==> src/rtl/fpaddsub_normalize_stage.sv <==
// Two-stage normalizer for the FP add/sub datapath: stage 1 captures the raw sum and its
// leading-zero count, stage 2 registers the shifted significand, exponent and flags.
module fpaddsub_normalize_stage #(
  parameter int unsigned MANT_W = 25,
  parameter int unsigned EXP_W  = 8
) (
  input  logic              clk,
  input  logic              rst,
  input  logic              in_valid,
  output logic              in_ready,
  input  logic [MANT_W:0]   Sum,
  input  logic              PSgn,
  input  logic              G,
  input  logic              S,
  input  logic [EXP_W-1:0]  Emax,
  output logic              out_valid,
  input  logic              out_ready,
  output logic [MANT_W-1:0] NormM,
  output logic [EXP_W-1:0]  NormE,
  output logic              NormG,
  output logic              NormS,
  output logic              Sgn,
  output logic              Zero,
  output logic              Ovf,
  output logic              Unf
);

  localparam int unsigned LzW  = $clog2(MANT_W + 2);
  localparam int unsigned CmpW = ((EXP_W > LzW) ? EXP_W : LzW) + 1;

  logic              s1_valid_q, s1_valid_d;
  logic [MANT_W:0]   sum_q, sum_d;
  logic              sgn1_q, sgn1_d, g1_q, g1_d, s1_q, s1_d, carry_q, carry_d;
  logic [EXP_W-1:0]  emax_q, emax_d;
  logic [LzW-1:0]    lz_q, lz_d;

  logic              out_valid_q, out_valid_d;
  logic [MANT_W-1:0] norm_m_q, norm_m_d;
  logic [EXP_W-1:0]  norm_e_q, norm_e_d;
  logic              norm_g_q, norm_g_d, norm_s_q, norm_s_d;
  logic              sgn_q, sgn_d, zero_q, zero_d, ovf_q, ovf_d, unf_q, unf_d;

  logic              advance;
  logic [MANT_W:0]   frac_in, frac_s1, shifted;
  logic [EXP_W-1:0]  e_inc;
  logic              found;

  assign advance  = !out_valid_q || out_ready;
  assign in_ready = !s1_valid_q || advance;
  assign frac_in  = {Sum[MANT_W-1:0], G};

  // Leading-zero count of {Sum[MANT_W-1:0], G}, saturating at MANT_W+1 when all zero.
  always_comb begin
    lz_d  = LzW'(MANT_W + 1);
    found = 1'b0;
    for (int i = int'(MANT_W); i >= 0; i--) begin
      if (!found && frac_in[i]) begin
        lz_d  = LzW'(int'(MANT_W) - i);
        found = 1'b1;
      end
    end
  end

  always_comb begin
    s1_valid_d = s1_valid_q;
    sum_d      = sum_q;
    sgn1_d     = sgn1_q;
    g1_d       = g1_q;
    s1_d       = s1_q;
    emax_d     = emax_q;
    carry_d    = carry_q;
    if (in_ready) begin
      s1_valid_d = in_valid;
      if (in_valid) begin
        sum_d   = Sum;
        sgn1_d  = PSgn;
        g1_d    = G;
        s1_d    = S;
        emax_d  = Emax;
        carry_d = Sum[MANT_W];
      end
    end
  end

  assign frac_s1 = {sum_q[MANT_W-1:0], g1_q};
  assign shifted = frac_s1 << lz_q;
  assign e_inc   = emax_q + EXP_W'(1);

  always_comb begin
    out_valid_d = out_valid_q;
    norm_m_d    = norm_m_q;
    norm_e_d    = norm_e_q;
    norm_g_d    = norm_g_q;
    norm_s_d    = norm_s_q;
    sgn_d       = sgn_q;
    zero_d      = zero_q;
    ovf_d       = ovf_q;
    unf_d       = unf_q;
    if (advance) begin
      out_valid_d = s1_valid_q;
      if (s1_valid_q) begin
        norm_m_d = '0;
        norm_e_d = '0;
        norm_g_d = 1'b0;
        norm_s_d = 1'b0;
        sgn_d    = sgn1_q;
        zero_d   = 1'b0;
        ovf_d    = 1'b0;
        unf_d    = 1'b0;
        if (carry_q) begin
          if (e_inc == '1) begin
            ovf_d    = 1'b1;
            norm_e_d = '1;
          end else begin
            norm_m_d = sum_q[MANT_W:1];
            norm_g_d = sum_q[0];
            norm_s_d = g1_q | s1_q;
            norm_e_d = e_inc;
          end
        end else if (frac_s1 == '0) begin
          zero_d   = 1'b1;
          norm_s_d = s1_q;
        end else if (lz_q == '0) begin
          norm_m_d = sum_q[MANT_W-1:0];
          norm_g_d = g1_q;
          norm_s_d = s1_q;
          norm_e_d = emax_q;
        end else if (CmpW'(lz_q) < CmpW'(emax_q)) begin
          norm_m_d = shifted[MANT_W:1];
          norm_g_d = shifted[0];
          norm_s_d = s1_q;
          norm_e_d = emax_q - EXP_W'(lz_q);
        end else begin
          // Shift would drive the exponent to zero or below: flush.
          unf_d  = 1'b1;
          zero_d = 1'b1;
        end
      end
    end
  end

  always_ff @(posedge clk) begin
    if (rst) begin
      s1_valid_q  <= 1'b0;
      sum_q       <= '0;
      sgn1_q      <= 1'b0;
      g1_q        <= 1'b0;
      s1_q        <= 1'b0;
      emax_q      <= '0;
      carry_q     <= 1'b0;
      lz_q        <= '0;
      out_valid_q <= 1'b0;
      norm_m_q    <= '0;
      norm_e_q    <= '0;
      norm_g_q    <= 1'b0;
      norm_s_q    <= 1'b0;
      sgn_q       <= 1'b0;
      zero_q      <= 1'b0;
      ovf_q       <= 1'b0;
      unf_q       <= 1'b0;
    end else begin
      s1_valid_q  <= s1_valid_d;
      sum_q       <= sum_d;
      sgn1_q      <= sgn1_d;
      g1_q        <= g1_d;
      s1_q        <= s1_d;
      emax_q      <= emax_d;
      carry_q     <= carry_d;
      if (in_ready && in_valid) lz_q <= lz_d;
      out_valid_q <= out_valid_d;
      norm_m_q    <= norm_m_d;
      norm_e_q    <= norm_e_d;
      norm_g_q    <= norm_g_d;
      norm_s_q    <= norm_s_d;
      sgn_q       <= sgn_d;
      zero_q      <= zero_d;
      ovf_q       <= ovf_d;
      unf_q       <= unf_d;
    end
  end

  assign out_valid = out_valid_q;
  assign NormM     = norm_m_q;
  assign NormE     = norm_e_q;
  assign NormG     = norm_g_q;
  assign NormS     = norm_s_q;
  assign Sgn       = sgn_q;
  assign Zero      = zero_q;
  assign Ovf       = ovf_q;
  assign Unf       = unf_q;

endmodule

==> config.mk <==
export PLATFORM = sky130hd
export DESIGN_NAME = fpaddsub_normalize_stage
export DESIGN_NICKNAME = d
export VERILOG_FILES = /design/src/rtl/fpaddsub_normalize_stage.sv
export SDC_FILE = /design/constraint.sdc
export NUM_CORES = 1
export LEC_CHECK = 0
export ABC_AREA = 1
export CORE_UTILIZATION = 35
export CTS_CLUSTER_SIZE = 30
export DETAILED_ROUTE_END_ITERATION = 8
export PLACE_DENSITY = 0.66
export SLEW_MARGIN = 20
export SYNTH_ARGS = -nofsm -noshare
export SYNTH_HDL_FRONTEND = slang
export SYNTH_SLANG_ARGS = --single-unit
==> constraint.sdc <==
create_clock -name clk -period 4.05 [get_ports clk]
set_clock_uncertainty 0.1 [all_clocks]
set_input_delay 0.6075 -clock clk [delete_from_list [all_inputs] [get_ports clk]]
set_output_delay 0.6075 -clock clk [all_outputs]
set_load 0.02 [all_outputs]
==> impl_results.rst <==
.. list-table::
   :header-rows: 1

   * - Metric
     - Value
   * - Arr. time, crit path
     - 3.37 ns
   * - Number of non-filler instances in the completed layout
     - 1061
   * - Reg clk slew, reported paths
     - 0.07 ns
   * - Most used DFF post-synth
     - dfxtp_1
   * - Slew of the pin with the lowest slew margin
     - 1.04 ns
   * - P_int
     - 1.59 mW
   * - Standard-cell rows
     - 45
   * - Nets in the synthesized netlist
     - 865
   * - Post-CTS setup buffer count
     - 0
   * - Crit-path leading delay family
     - simple AND/OR/NAND/NOR gates
   * - Post-Route WL
     - 17400 um
   * - Max capacitance violation total
     - 0
   * - Post-Syn Instances
     - 816
   * - Async S/R FF share, synth
     - 0%
   * - Post-DR wirelength/cell
     - 16.4 um
   * - Area contributors post-synth
     - dfxtp_1 31%, o21ai_0 13%, nand2_1 9.6%
   * - Pin count of the biggest net entering global routing
     - 76
   * - Total vias in the final route
     - 5811
   * - Antenna diode count
     - 0
   * - Path class of the lowest-slack min-delay path
     - reg -> reg
   * - Nets
     - 917
   * - Sequential fraction of the synthesis area
     - 30.7%
   * - Relative slew margins
     - 30.2%
   * - Vertical extent of the die
     - 126 um
   * - Power per Cell Area
     - 361 nW/um2
   * - Post-CTS Hold Fix Bufs
     - 0
   * - R2r setup slk
     - 0.87 ns
   * - Sequential share of power
     - 38.7%
   * - Global placer's final weighted congestion
     - 0.933
   * - Number of input and output port buffers inserted
     - 81
   * - Fraction of post-synthesis cell area in the top cell type by area
     - 30.7%
   * - Horizontal die dimension
     - 126 um
   * - Part of the power in the clock network
     - 35.4%
   * - Antenna violations before repair
     - 0
   * - Number of cells after detailed placement
     - 1045
   * - Number of iterations in the first detailed-routing pass
     - 5
   * - Fraction of power consumed by combinational cells
     - 26.0%
   * - Warning count from the yosys run
     - 0
   * - Crit-path slowest cell
     - nor3_2
   * - Top-level I/O count
     - 82
   * - Core footprint
     - 15100 um2
   * - Register bit count reported by yosys
     - 83
   * - Required @ worst endpoint
     - 4.24 ns
   * - TritonCTS clock tree
     - built
   * - Most frequent cells after synthesis
     - 145 x o21ai_0, 138 x nand2_1, 88 x inv_1
   * - Switching part of the total power
     - 33.8%
   * - Peak per-stage delay on the critical path
     - 0.78 ns
   * - Hold Vio Cnt, Final
     - 0
   * - Cts repair resizes
     - 0
   * - P_sw
     - 811 uW
   * - Run status
     - complete, no violations
   * - TritonCTS Buffers
     - 9
   * - Initial Utilization
     - 35.7%
   * - Tot GR Track Use
     - 21.8%
   * - Worst path cell trace
     - inv_2, ha_1, inv_1, fa_1, nand3_1, nand3_1, a211oi_1, o21ai_0, nor2_1, nand2_1, inv_1, nor3_2, o221ai_1, nand2_1, o221ai_1, inv_1
   * - Summed instance area of the synthesized netlist
     - 5410 um2
   * - DRC Markers
     - 0
   * - Final setup violation count
     - 0
   * - Setup repair after global routing missed its margin
     - no
   * - Post-synthesis cell type with the largest combined area
     - dfxtp_1
   * - Vias in the first global route
     - 5287
   * - Clk buf depth
     - 2
   * - Leftover overflow at the end of global routing
     - 0
   * - DR iter-0 viols
     - 482
   * - Maximum VDD drop
     - 218 uV
   * - Number of max-slew violations in the final report
     - 0
   * - Biggest fanout along the worst timing path
     - 16
   * - Highest achievable clock rate
     - 315 MHz
   * - Syn Area/Cell
     - 6.63 um2
   * - Most frequently used cell type in the post-synthesis netlist
     - o21ai_0
   * - Number of buffer and inverter instances along the worst setup path
     - 4
   * - First-pass GRT wire length
     - 27700 um
   * - Buffer cell driving the clock tree root
     - clkbuf_16
   * - Static power due to leakage
     - 2.66 nW
   * - Half-perimeter wire length after placement
     - 12800 um
   * - Synth cell types
     - 45
   * - Setup TNS
     - 0 ns
   * - Number of enable-type register cells in the synthesized netlist
     - 0
   * - TritonCTS Sinks
     - 83
   * - Crit path time final
     - 3.18 ns
   * - Area growth, synth to finish
     - 22.8%
   * - Startpoint kind of the worst setup timing path
     - flop
   * - Die outline area
     - 16000 um2
   * - Antenna Violating Nets Remaining
     - 0
   * - Total number of H-tree levels
     - 3
   * - Type of element capturing the critical path
     - flop
   * - Share of the cycle needed by the critical path after routing
     - 78.5%
   * - Clock insertion delay at the later pin of the skew report
     - 0.35 ns
   * - Share of cells above drive strength 1
     - 6.53%
   * - Vias per Instance
     - 5.48
   * - Crit-path most repeated cell
     - inv_1
   * - Class of the most critical setup path
     - reg -> reg
## registers in the layout, summed over array words and instances (netlist names)
| register | cells |
|---|---|
| sum_q | 26 |
| NormM | 25 |
| NormE | 8 |
| emax_q | 8 |
| lz_q | 5 |
| NormG | 1 |
| NormS | 1 |
| Ovf | 1 |
| Sgn | 1 |
| Unf | 1 |
| Zero | 1 |
| g1_q | 1 |
| out_valid | 1 |
| s1_q | 1 |
| s1_valid_q | 1 |
| sgn1_q | 1 |
## through the flow
stage               hold WS (ns)  instance area [um2]  util [%]  power [mW]  setup WS [ns]
floorplan                  0.350                 5410         -        1.33           1.26
global placement           0.361                 6350      41.9        1.56          0.928
detailed placement         0.370                 6350      41.9        1.56          0.856
CTS                        0.383                 6650      43.9        2.40          0.852
global route               0.414                 6650      43.9        2.50          0.509
finish                     0.380                 6650      43.9        2.40          0.871
## final timing paths
check	cells after the start	startpoint	to
worst max-delay path	16	emax_q[0]	NormM[19]
worst min-delay path	2	Unf	Unf
worst max register to register	16	emax_q[0]	NormM[19]
worst min register to register	2	Unf	Unf
## logic make-up after synthesis
logic type	Yosys count	synth area share (%)
compound gates	289	30.3
xor+xnor	8	1.29
fa+ha+maj	8	1.99
buf+inv	148	10.7
flops	83	30.7
mux	18	3.33
simple gates	262	21.7
## layout by cell type, fill, tap and decap left out, drive strengths merged, types with 18 or more instances in the layout
cell and count:
mux2i 18, a31oi 21, dfxtp 83, a21oi 70, nand2 139, nand3 22, inv 92, clkdlybuf4s50 81
nor2 71, o21ai 145
## final cells by class
cell class	count	area [um2]
Clock buffer	9	225
Inverter	93	352
Fill cell	1588	8500
Clock inverter	7	75.1
Tap cell	188	235
Sequential cell	83	1660
Multi-Input combinational cell	585	3170
Timing Repair Buffer	96	923
## routing by layer
layer	part of all wire [%]	GRT usage, %
met5	0	0
met2	42	31.8
met4	2.5	8.08
met1	50	32.1
met3	6.0	3.29
## power groups by stage
stage	combinational (mW)	clock, mW	sequential, mW
2_1_floorplan	0.368	0	0.962
3_3_place_gp	0.613	0	0.944
3_5_place_dp	0.615	0	0.944
4_1_cts	0.617	0.855	0.926
5_1_grt	0.684	0.886	0.934
6_report	0.624	0.849	0.928
## worst min-delay path, cell delays in order, from the launching register on
cell     delay (ns)
dfxtp_1        0.32
nand2_1        0.06
a21oi_1        0.06
(Power assumes the default switching activity.)
